==> src/rtl/blk_inner_prod_mac.sv <==
// blk_inner_prod_mac
// Multiplies unsigned sample pairs and accumulates BLK_LEN products into one
// inner product. The result is saturated to OUT_WID bits and presented with a
// single-cycle valid pulse for the downstream rounding stage.
// Pipeline: stage 1 registers the full-precision product and its position in
// the block; stage 2 accumulates and registers the saturated output.
module blk_inner_prod_mac #(
  parameter int DAT_WID = 8,
  parameter int BLK_LEN = 16,
  parameter int OUT_WID = 16
) (
  input  logic               clk,
  input  logic               rst,
  input  logic [DAT_WID-1:0] a_i,
  input  logic [DAT_WID-1:0] b_i,
  input  logic               dat_i_en,
  input  logic               flush_i,
  output logic [OUT_WID-1:0] dat_o,
  output logic               dat_o_en,
  output logic               sat_o
);

  localparam int PROD_WID = 2 * DAT_WID;
  // Accumulator is sized so BLK_LEN maximal products can never overflow it.
  localparam int ACC_WID  = PROD_WID + ((BLK_LEN > 1) ? $clog2(BLK_LEN) : 0);
  localparam int CNT_WID  = (BLK_LEN > 1) ? $clog2(BLK_LEN) : 1;

  localparam logic [CNT_WID-1:0] CNT_LAST = CNT_WID'(BLK_LEN - 1);
  localparam logic [ACC_WID-1:0] SAT_MAX  = ACC_WID'({OUT_WID{1'b1}});

  logic [CNT_WID-1:0]  cnt;
  logic [PROD_WID-1:0] prod_w;
  logic [PROD_WID-1:0] prod_r;
  logic                prod_vld;
  logic                prod_first;
  logic                prod_last;

  logic [ACC_WID-1:0]  acc;
  logic [ACC_WID-1:0]  sum;
  logic                sat;

  // Operands are widened first so the product keeps full precision.
  assign prod_w = PROD_WID'(a_i) * PROD_WID'(b_i);

  // Stage 1: capture product and tag it with its position inside the block.
  always_ff @(posedge clk) begin
    if (rst) begin
      cnt        <= '0;
      prod_r     <= '0;
      prod_vld   <= 1'b0;
      prod_first <= 1'b0;
      prod_last  <= 1'b0;
    end else if (flush_i) begin
      // Flush wins over a simultaneous sample; that sample is dropped.
      cnt      <= '0;
      prod_vld <= 1'b0;
    end else if (dat_i_en) begin
      prod_r     <= prod_w;
      prod_vld   <= 1'b1;
      prod_first <= (cnt == '0);
      prod_last  <= (cnt == CNT_LAST);
      cnt        <= (cnt == CNT_LAST) ? '0 : cnt + CNT_WID'(1);
    end else begin
      prod_vld <= 1'b0;
    end
  end

  // The first product of a block restarts the sum, so no stale value carries
  // over into back-to-back blocks.
  assign sum = (prod_first ? '0 : acc) + ACC_WID'(prod_r);
  assign sat = (sum > SAT_MAX);

  // Stage 2: accumulate; on the last product issue the saturated result.
  always_ff @(posedge clk) begin
    if (rst) begin
      acc      <= '0;
      dat_o    <= '0;
      dat_o_en <= 1'b0;
      sat_o    <= 1'b0;
    end else begin
      dat_o_en <= 1'b0;
      if (flush_i) begin
        // Any product waiting in stage 1 is discarded, including a last one.
        // dat_o/sat_o keep their previous result.
        acc <= '0;
      end else if (prod_vld) begin
        acc <= sum;
        if (prod_last) begin
          dat_o    <= sat ? '1 : sum[OUT_WID-1:0];
          sat_o    <= sat;
          dat_o_en <= 1'b1;
        end
      end
    end
  end

endmodule
==> config.mk <==
export PLATFORM = sky130hd
export DESIGN_NAME = blk_inner_prod_mac
export DESIGN_NICKNAME = d
export VERILOG_FILES = /design/src/rtl/blk_inner_prod_mac.sv
export SDC_FILE = /design/constraint.sdc
export NUM_CORES = 1
export LEC_CHECK = 0
export CAP_MARGIN = 25
export CORE_ASPECT_RATIO = 0.5
export CORE_MARGIN = 5
export CORE_UTILIZATION = 45
export CTS_CLUSTER_DIAMETER = 80
export DETAILED_ROUTE_END_ITERATION = 10
export DONT_BUFFER_PORTS = 1
export PLACE_DENSITY = 0.68
export SKIP_LAST_GASP = 1
export SYNTH_ARGS = -nofsm -noshare
export SYNTH_HDL_FRONTEND = slang
export SYNTH_SLANG_ARGS = --single-unit
==> constraint.sdc <==
create_clock -name clk -period 12.4 [get_ports clk]
set_clock_uncertainty 0.2 [all_clocks]
set_input_delay 1.24 -clock clk [delete_from_list [all_inputs] [get_ports clk]]
set_output_delay 1.24 -clock clk [all_outputs]
set_load 0.02 [all_outputs]
==> reports/qor.csv <==
stage,metric,value,unit
clocking,clock latency on the worst-skew pair,0.33,ns
route,Detail Route Antenna Nets,0,
outcome,outcome,"finished, final reports clean",
final_layout,Final nets,736,
timing,final hold slack,0.264,ns
logic_synthesis,top-area cell type share of the netlist area,22.7,%
power,maximum VDD drop,0.0654,mV
worst_setup_path,slowest cell on the critical path,fa_1,
logic_synthesis,ys flop type,dfxtp_1,
clocking,Worst-path clk slew,0.05,ns
clocking,Inserted Clock Buffers,9,
logic_synthesis,number of flops mapped to enable cells by yosys,0,
timing,final hold vios,0,
worst_setup_path,"Top cell by count, worst path",fa_1,
floorplan,Initial Utilization,45.8,%
final_layout,antenna diode count,0,
placement,dpl hpwl,8.88,mm
logic_synthesis,Syn Area/Cell,8.58,sq um
floorplan,Die Width,165,microns
logic_synthesis,synth top area cells,"dfxtp_1, fa_1, ha_1, and2_1, inv_1",
power,Power per Cell Area,132,nW/um^2
worst_setup_path,Worst Setup EP,prod_r[15],
run,MaxCap Viol Count,0,
worst_setup_path,worst setup path class,in -> reg,
clocking,number of setup buffers added after CTS,0,
route,routed via count,4107,
worst_setup_path,CP max stage delay,0.54,ns
logic_synthesis,asr flop ratio synth,0,%
route,initial detailed-routing violation count,146,
worst_setup_path,CP endpoint kind,flip-flop,
global_routing,vias in the first global route,4103,
global_routing,total gr overflow,0,
timing,clock period minus worst slack,4.99,ns
global_routing,overall routing resource usage,17.2,%
route,DRC,0,
worst_setup_path,crit path DAT,5.02,ns
global_routing,initial antenna violation count,0,
logic_synthesis,Mapped Area,5390,sq um
worst_setup_path,RR Endpoint,dat_o[0],
placement,port bufs,0,
logic_synthesis,largest area contributor in the netlist,dfxtp_1,
timing,worst setup margin,7.41,ns
global_routing,largest net degree at the start of global routing,40,
logic_synthesis,top post-synthesis cells by count,"inv_1, and2_1, dfxtp_1",
timing,Worst-Margin Slew,0.918,ns
clocking,H-tree levels,3,
timing,Setup TNS,0,ns
worst_setup_path,Worst R2R Start,prod_first,
worst_setup_path,R2R depth,11,
route,Routed WL per cell,14.5,microns
clocking,CTS hold repair buffers,0,
route,drt total wl,11.5,mm
clocking,clk root buf,clkbuf_16,
route,Vias/cell,5.17,
worst_hold_path,HP Class,reg -> reg,
logic_synthesis,cell with the most instances after synthesis,inv_1,
route,router iterations before antenna repair,4,
global_routing,first-pass GRT wire length,20.1,mm
worst_setup_path,CP Launch Type,input pin,
timing,RSZ-0062 raised after global routing,false,
clocking,CTS resizes,0,
floorplan,num ports,38,
clocking,clock sinks,61,
timing,Final Max Tran Viols,0,
worst_setup_path,Crit Path Max Fanout,8,
logic_synthesis,Cells after Synth,628,
logic_synthesis,post-synthesis sequential area ratio,22.7,%
logic_synthesis,flop and latch count out of synthesis,61,
final_layout,share of cells above drive strength 1,5.88,%
worst_setup_path,"reg-to-reg slack, setup",8.43,ns
timing,Worst slew margin,38.6,%
placement,Placement Setup Slack,7.07,ns
placement,gpl congestion,0.878,
logic_synthesis,Syn. warnings,0,
floorplan,Core Footprint,11800,sq um
logic_synthesis,syn_nets,739,
floorplan,Rows,28,
clocking,TritonCTS clock tree,built,
timing,Final setup viols,0,
floorplan,Die Area,14400,sq um
worst_setup_path,CP required,12.44,ns
worst_setup_path,crit path cell chain,nand2_1 > fa_1 > fa_1 > inv_1 > fa_1 > inv_1 > fa_1 > inv_1 > ha_1 > o21ai_0 > a21oi_1 > o211ai_1 > a21oi_1 > o22ai_1 > and3_1 > nor4_1,
timing,Max Freq,201,MHz
timing,final period utilization,40.2,%
logic_synthesis,synth unique cells,56,
clocking,Max clock buf depth,2,
final_layout,Layout fillers,1167,
worst_setup_path,crit path from,a_i[0],
power,Leak,2.52,nW
floorplan,die height,87.4,microns
final_layout,synth-to-layout area growth,8.59,%
sequential cells by signal, indices dropped and copies added (netlist names):
name,count
sat_o,1
prod_vld,1
acc,20
prod_last,1
cnt,4
prod_r,16
dat_o_en,1
prod_first,1
dat_o,16
through the flow:
stage | cells | util [%] | power [mW] | area [sq um]
4_1_cts | 794 | 49.7 | 0.781 | 5850
5_1_grt | 794 | 49.7 | 0.838 | 5850
6_report | 794 | 49.7 | 0.774 | 5850
3_5_place_dp | 779 | 47.0 | 0.512 | 5540
3_3_place_gp | 779 | 47.0 | 0.509 | 5540
2_1_floorplan | 628 | - | 0.457 | 5390
worst min-delay path by stage:
| stage | from | end | cells after the start |
|---|---|---|---|
| floorplan | prod_r[7] | prod_r[7] | 2 |
| global placement | prod_r[2] | prod_r[2] | 2 |
| detailed placement | prod_r[12] | prod_r[12] | 2 |
| CTS | prod_r[12] | prod_r[12] | 2 |
| global route | prod_r[0] | prod_r[0] | 2 |
| finish | prod_r[2] | prod_r[2] | 2 |
critical path, delay by kind of cell:
family	cells	cell delay [ns]
compound gates	5	0.80
fa+ha+maj	5	2.41
buf+inv	3	0.14
simple gates	3	0.42
layout by cell type, fill, tap and decap left out, types with 11 or more instances in the layout:
| master | netlist | final |
|---|---|---|
| xor2_1 | 11 | 11 |
| o21ai_0 | 14 | 14 |
| inv_1 | 68 | 68 |
| mux2i_1 | 16 | 16 |
| a21oi_1 | 41 | 41 |
| xnor2_1 | 12 | 12 |
| nand2_1 | 49 | 49 |
| fa_1 | 37 | 37 |
| dfxtp_1 | 61 | 61 |
| ha_1 | 54 | 54 |
| a211oi_1 | 18 | 18 |
| nor2_1 | 58 | 58 |
| and2_1 | 64 | 64 |
where the power goes:
group | internal (mW) | switching, mW | total, mW
Combinational | 0.128 | 0.164 | 0.292
Sequential | 0.208 | 0.0117 | 0.219
Clock | 0.180 | 0.0834 | 0.263
Total | 0.515 | 0.259 | 0.774
cell type report:
cell class	instances	area [sq um]	area share [%]
clock inverters	4	72.6	1.24
well taps	165	206	3.53
inverters	68	255	4.36
multi-input cells	482	3830	65.5
repair buffers	3	22.5	0.385
flip-flops and latches	61	1220	20.9
clock buffers	11	243	4.15
logic make-up after synthesis:
group,share of synthesized area (%)
mux,3.18
xor+xnor,3.74
flops,22.7
compound gates,16.5
fa+ha+maj,26.3
simple gates,21.4
buf+inv,6.25
layer usage:
metal  share of wire [%]  GRT usage (%)  vias up
met5                   0              0        -
met1                  52           24.6     1917
li1                    -              -     2104
met4                0.50           4.68        0
met2                  42           26.6       80
met3                 6.0           3.59        6
(Power assumes the default switching activity.)
==> variant 1, RTL diff (config.mk and constraints unchanged) <==
Register the inputs `a_i`, `b_i`, `dat_i_en` and `flush_i` before use, without a reset. The logic sees them one clock later.
--- a/src/rtl/blk_inner_prod_mac.sv
+++ b/src/rtl/blk_inner_prod_mac.sv
@@ -30,2 +30,14 @@
 
+  logic [DAT_WID-1:0] a_q;
+  logic [DAT_WID-1:0] b_q;
+  logic dat_i_en_q;
+  logic flush_q;
+
+  always_ff @(posedge clk) begin
+    a_q        <= a_i;
+    b_q        <= b_i;
+    dat_i_en_q <= dat_i_en;
+    flush_q    <= flush_i;
+  end
+
   logic [CNT_WID-1:0]  cnt;
@@ -42,3 +54,3 @@
   // Operands are widened first so the product keeps full precision.
-  assign prod_w = PROD_WID'(a_i) * PROD_WID'(b_i);
+  assign prod_w = PROD_WID'(a_q) * PROD_WID'(b_q);
 
@@ -52,3 +64,3 @@
       prod_last  <= 1'b0;
-    end else if (flush_i) begin
+    end else if (flush_q) begin
       // Flush wins over a simultaneous sample; that sample is dropped.
@@ -56,3 +68,3 @@
       prod_vld <= 1'b0;
-    end else if (dat_i_en) begin
+    end else if (dat_i_en_q) begin
       prod_r     <= prod_w;
@@ -81,3 +93,3 @@
       dat_o_en <= 1'b0;
-      if (flush_i) begin
+      if (flush_q) begin
         // Any product waiting in stage 1 is discarded, including a last one.
Check against the original RTL: no difference found for any inputs over 10 cycles, from zero or initial values and one cycle with rst high; that may be too few to reach the edited logic, so the function may still have changed.
==> variant 1 against the original RTL <==
  * Design area rose by 4.9%
  * Power rose by 9.8%
  * Setup slack improved by 190 ps
  * Critical path depth fell by 1
  * Sequential cell count rose by 18
  * Highest routed layer unchanged
  * Global-route usage fell by 0.21 points
  * Routed wire length rose by 4.8%
  * Area after synthesis rose by 5.1%
  * Non-clock buffer count rose by 1
==> variant 1: results (changes against the original RTL) <==
| Metric | Value |
|---|---|
| Syn Area/Cell | `8.809 sq um (+2.7%)` |
| Longest Clk Path Bufs | `2 (unchanged)` |
| Num CTS Buffers | `9 (unchanged)` |
| Post-synthesis sequential area ratio | `27.92% (+5.3 points)` |
| Routing usage on met3 | `4.991% (+1.4 points)` |
| Post-synthesis compound-gate area fraction | `14.82% (-1.6 points)` |
| Peak VDD IR | `0.06032 mV (-7.7%)` |
| First-pass GRT wire length | `20.67 mm (+3.0%)` |
| CP arrival | `4860 ps (-160 ps)` |
| Met3 wire length | `782 um (+13%)` |
| Worst slew margin | `51.92% (+13 points)` |
| DR iter-0 viols | `240 (+64%)` |
| Post-Synth Adder-Cell Area | `25.01% (-1.3 points)` |
| Vias in the first global route | `4151 (+1.2%)` |
| Syn nets | `754 (+2.0%)` |
| Reg2Reg Launch Point | `a_q[1]` |
| Post-place setup slack | `7611 ps (+544.4 ps)` |
| Share of post-route cells with drive strength above 1 | `6.047% (+0.16 points)` |
| Final non-filler cell total | `815 (+2.6%)` |
| WL/cell | `14.80 um (+2.1%)` |
| Met2 usage | `26.10% (-0.45 points)` |
| Post-Synth XOR/XNOR Area | `3.866% (+0.13 points)` |
| Final GP Congestion | `0.8674 (-1.3%)` |
| Post-synthesis mux area share | `1.281% (-1.9 points)` |
| Largest cells by area after synthesis | `dfxtp_1 28%, fa_1 13%, ha_1 12%` |
| First drt pass iteration count | `5 (+1)` |
| Post-DP HPWL | `9.103 mm (+2.5%)` |
| Tot GR Track Use | `17.03% (-0.21 points)` |
| Metal2 WL | `4.973 mm (+3.5%)` |
| Area after DPL | `5832 sq um (+5.3%)` |
| Vias per cell | `5.135 (-0.73%)` |
| Fill count | `1182 (+1.3%)` |
| Htree depth | `3 (unchanged)` |
| Metal1 wirelength | `6.184 mm (+3.8%)` |
| P_leak | `0.002706 uW (+7.4%)` |
| Grt met1 use | `23.86% (-0.75 points)` |
| Clock latency on the worst-skew pair | `350 ps (+20 ps)` |
| P&R area growth vs syn | `8.350%` |
| Status | `finished clean` |
| HP Start | `prod_r[12]` |
| Post-synth top cells | `79 x dfxtp_1, 60 x nand2_1, 58 x and2_1, 58 x inv_1, 58 x nor2_1` |
| Setup CP Type | `register to register` |
variant 1: changes by cell type after synthesis, moves of 5 or more:
cell and change:
dfxtp_1 +18, nor2b_1 +13, mux2i_1 -11, nand2_1 +11
inv_1 -10, a211oi_1 -8, and2_1 -6, clkbuf_1 +5
nor3_1 +5
variant 1: cell type report:
cell class	instances	area, sq um	share of cell area [%]
repair buffers	4	30.03	0.4893
clock inverters	7	80.08	1.305
clock buffers	9	225.2	3.670
flip-flops and latches	79	1582	25.77
multi-input cells	488	3790	61.75
well taps	170	212.7	3.466
inverters	58	217.7	3.547
variant 1: power by group:
group          internal (uW)  switching [uW]  total (uW)
sequential               268            15.6         284
combinational            127             162         289
clock                    159             118         277
total                    554             296         850
variant 1: worst paths after layout:
check	endpoint	slack, ps	depth (start not counted)
setup / recovery	prod_r[15]	7600	15
hold / removal	prod_r[12]	260	2
setup reg to reg	prod_r[15]	7600	15
hold reg to reg	prod_r[12]	260	2
==> variant 2, RTL diff (same flow settings) <==
Without the edit above. Set the parameter `DAT_WID` to 16 (it was 8).
--- a/src/rtl/blk_inner_prod_mac.sv
+++ b/src/rtl/blk_inner_prod_mac.sv
@@ -7,3 +7,3 @@
 module blk_inner_prod_mac #(
-  parameter int DAT_WID = 8,
+  parameter int DAT_WID = 16,
   parameter int BLK_LEN = 16,
Interface: changed (resized a_i and b_i); port bits go from 38 to 54. The function was not compared with the original's and may differ.
==> variant 2 against the original RTL <==
  * Critical endpoint is now prod_r[30]
  * Setup slack lost 2100 ps
  * Area after synthesis grew to 2.7 times the old value
  * Worst hold slack worse by 8.3 ps
  * Synthesized cell count rose to 2.7 times the old value
  * Power increased to 4.5 times the old value
  * Design area rose to 2.6 times the old value
  * Routed wire length rose to 3.0 times the old value
  * Sequential cell count rose by 32
==> variant 2: results (changes against the original RTL) <==
| Metric | Value |
|---|---|
| Post-place setup slack | `4934 ps (-2132 ps)` |
| Grt met1 use | `28.16% (+3.6 points)` |
| Peak VDD IR | `0.2407 mV (+270%)` |
| Port bufs | `0 (unchanged)` |
| Root Driver | `clkbuf_16` |
| Post_cts resized | `0 (unchanged)` |
| First drt pass iteration count | `5 (+1)` |
| Final setup fails | `0 (unchanged)` |
| Share of post-route cells with drive strength above 1 | `3.183% (-2.7 points)` |
| Post-synthesis sequential area ratio | `12.99% (-9.7 points)` |
| P_leak | `0.007164 uW (+180%)` |
| Final GP Congestion | `0.9001 (+2.5%)` |
| Hold Crit Depth | `2 (unchanged)` |
| Sw frac | `50.45% (+17 points)` |
| Post-synth top cells | `267 x inv_1, 220 x nand2_1, 195 x fa_1` |
| First-pass GRT wire length | `57.64 mm (+190%)` |
| Initial antenna violation count | `0 (unchanged)` |
| Syn. warnings | `0 (unchanged)` |
| Slew Limit Fails | `0 (unchanged)` |
| Worst slew margin | `40.01% (+1.4 points)` |
| Biggest regs | `acc (36), prod_r (32), dat_o (16)` |
| Status | `finished clean` |
| Tot GR Track Use | `19.49% (+2.2 points)` |
| Clock latency on the worst-skew pair | `350 ps (+20 ps)` |
| Fill count | `3152 (+170%)` |
| Largest net degree at the start of global routing | `42 (+5.0%)` |
| Final nets | `2029 (+180%)` |
| Min-Delay Path Class | `register to register` |
| Met2 usage | `31.88% (+5.3 points)` |
| Post-CTS setup buffers | `0 (unchanged)` |
| Max FFs per register | `36 (+80%)` |
| Via count | `11130 (+170%)` |
| Worst Path Max Fanout | `16 (+8)` |
| Post-DP HPWL | `26.85 mm (+200%)` |
| CP arrival | `7130 ps (+2110 ps)` |
| DR iter-0 viols | `804 (+450%)` |
| Largest cells by area after synthesis | `fa_1 27%, dfxtp_1 13%, ha_1 12%` |
| Cell variety after synth | `76 (+36%)` |
| Clock Pin Slew Worst Setup and Hold Paths | `60 ps` |
| Final WL | `34.15 mm (+200%)` |
| Htree depth | `3 (unchanged)` |
| ANT cells | `0 (unchanged)` |
| Longest Clk Path Bufs | `2 (unchanged)` |
| Asr flop ratio synth | `0% (unchanged)` |
| Ys flop type | `dfxtp_1` |
| Register-to-Register Path Depth | `15 (+4)` |
| Syn nets | `2089 (+180%)` |
| Routing usage on met3 | `2.857% (-0.74 points)` |
| Num CTS Buffers | `9 (unchanged)` |
## variant 2: kinds of logic (layout without fill, tap and decap cells)
kind of cell,count (synthesis),after routing,share of synthesized area [%]
AO/OA/AOI/OAI,303,303,14.10
flip-flops,93,93,12.99
AND/OR/NAND/NOR,570,570,19.55
buffers and inverters,344,289,9.114
multiplexers,26,26,1.842
XOR/XNOR,51,51,3.116
adder cells (fa/ha/maj),333,333,39.28
## variant 2: worst max-delay path, stage by stage
cell     delay [ps]
and2_1          150
fa_1            530
inv_1            50
fa_1            460
fa_1            520
inv_1            60
fa_1            500
fa_1            540
inv_1            50
fa_1            520
inv_1            40
ha_1            330
a21oi_1         140
nor2b_1          80
a211o_1         270
a31oi_1         340
o21ai_0         200
a41o_1          290
o41a_1          340
a31oi_1         220
xnor2_1          90
a21o_1          170
## variant 2: through the flow
step	hold slack [ps]	power [uW]	cell area [sq um]	cells
after global placement	245.5	3143	14620	2081
final	255.8	3473	14930	2097
after global routing	279.4	3918	14930	2097
after CTS	258.9	3472	14930	2097
after floorplan	236.2	2546	14330	1720
after detailed placement	251.4	3150	14620	2081
## variant 2: worst paths after layout
path / startpoint / to / slack (ps)
min reg2reg: prod_r[23] / prod_r[23] / 260
max: b_i[4] / prod_r[30] / 5310
max reg2reg: prod_first / dat_o[14] / 7640
min: prod_r[23] / prod_r[23] / 260
## variant 2: area by class of cell
class | count | share of cell area (%)
clock buffer | 12 | 1.718
timing repair buffer | 6 | 0.3017
sequential | 93 | 12.48
clock inverter | 4 | 0.3688
tap | 432 | 3.621
multi-input combinational | 1283 | 74.80
inverter | 267 | 6.713
## variant 2: power groups by stage
stage,registers (uW),clock network [uW],logic [uW]
final,346,290,2840
after detailed placement,352,0,2800
after global routing,348,310,3260
after CTS,346,296,2830
after global placement,352,0,2790
after floorplan,342,0,2200
## variant 2: layer usage
metal	part of all wire, %	vias to the layer above
met2	45	249
met5	0	-
met4	0.93	0
met1	48	5439
li1	-	5419
met3	5.7	25
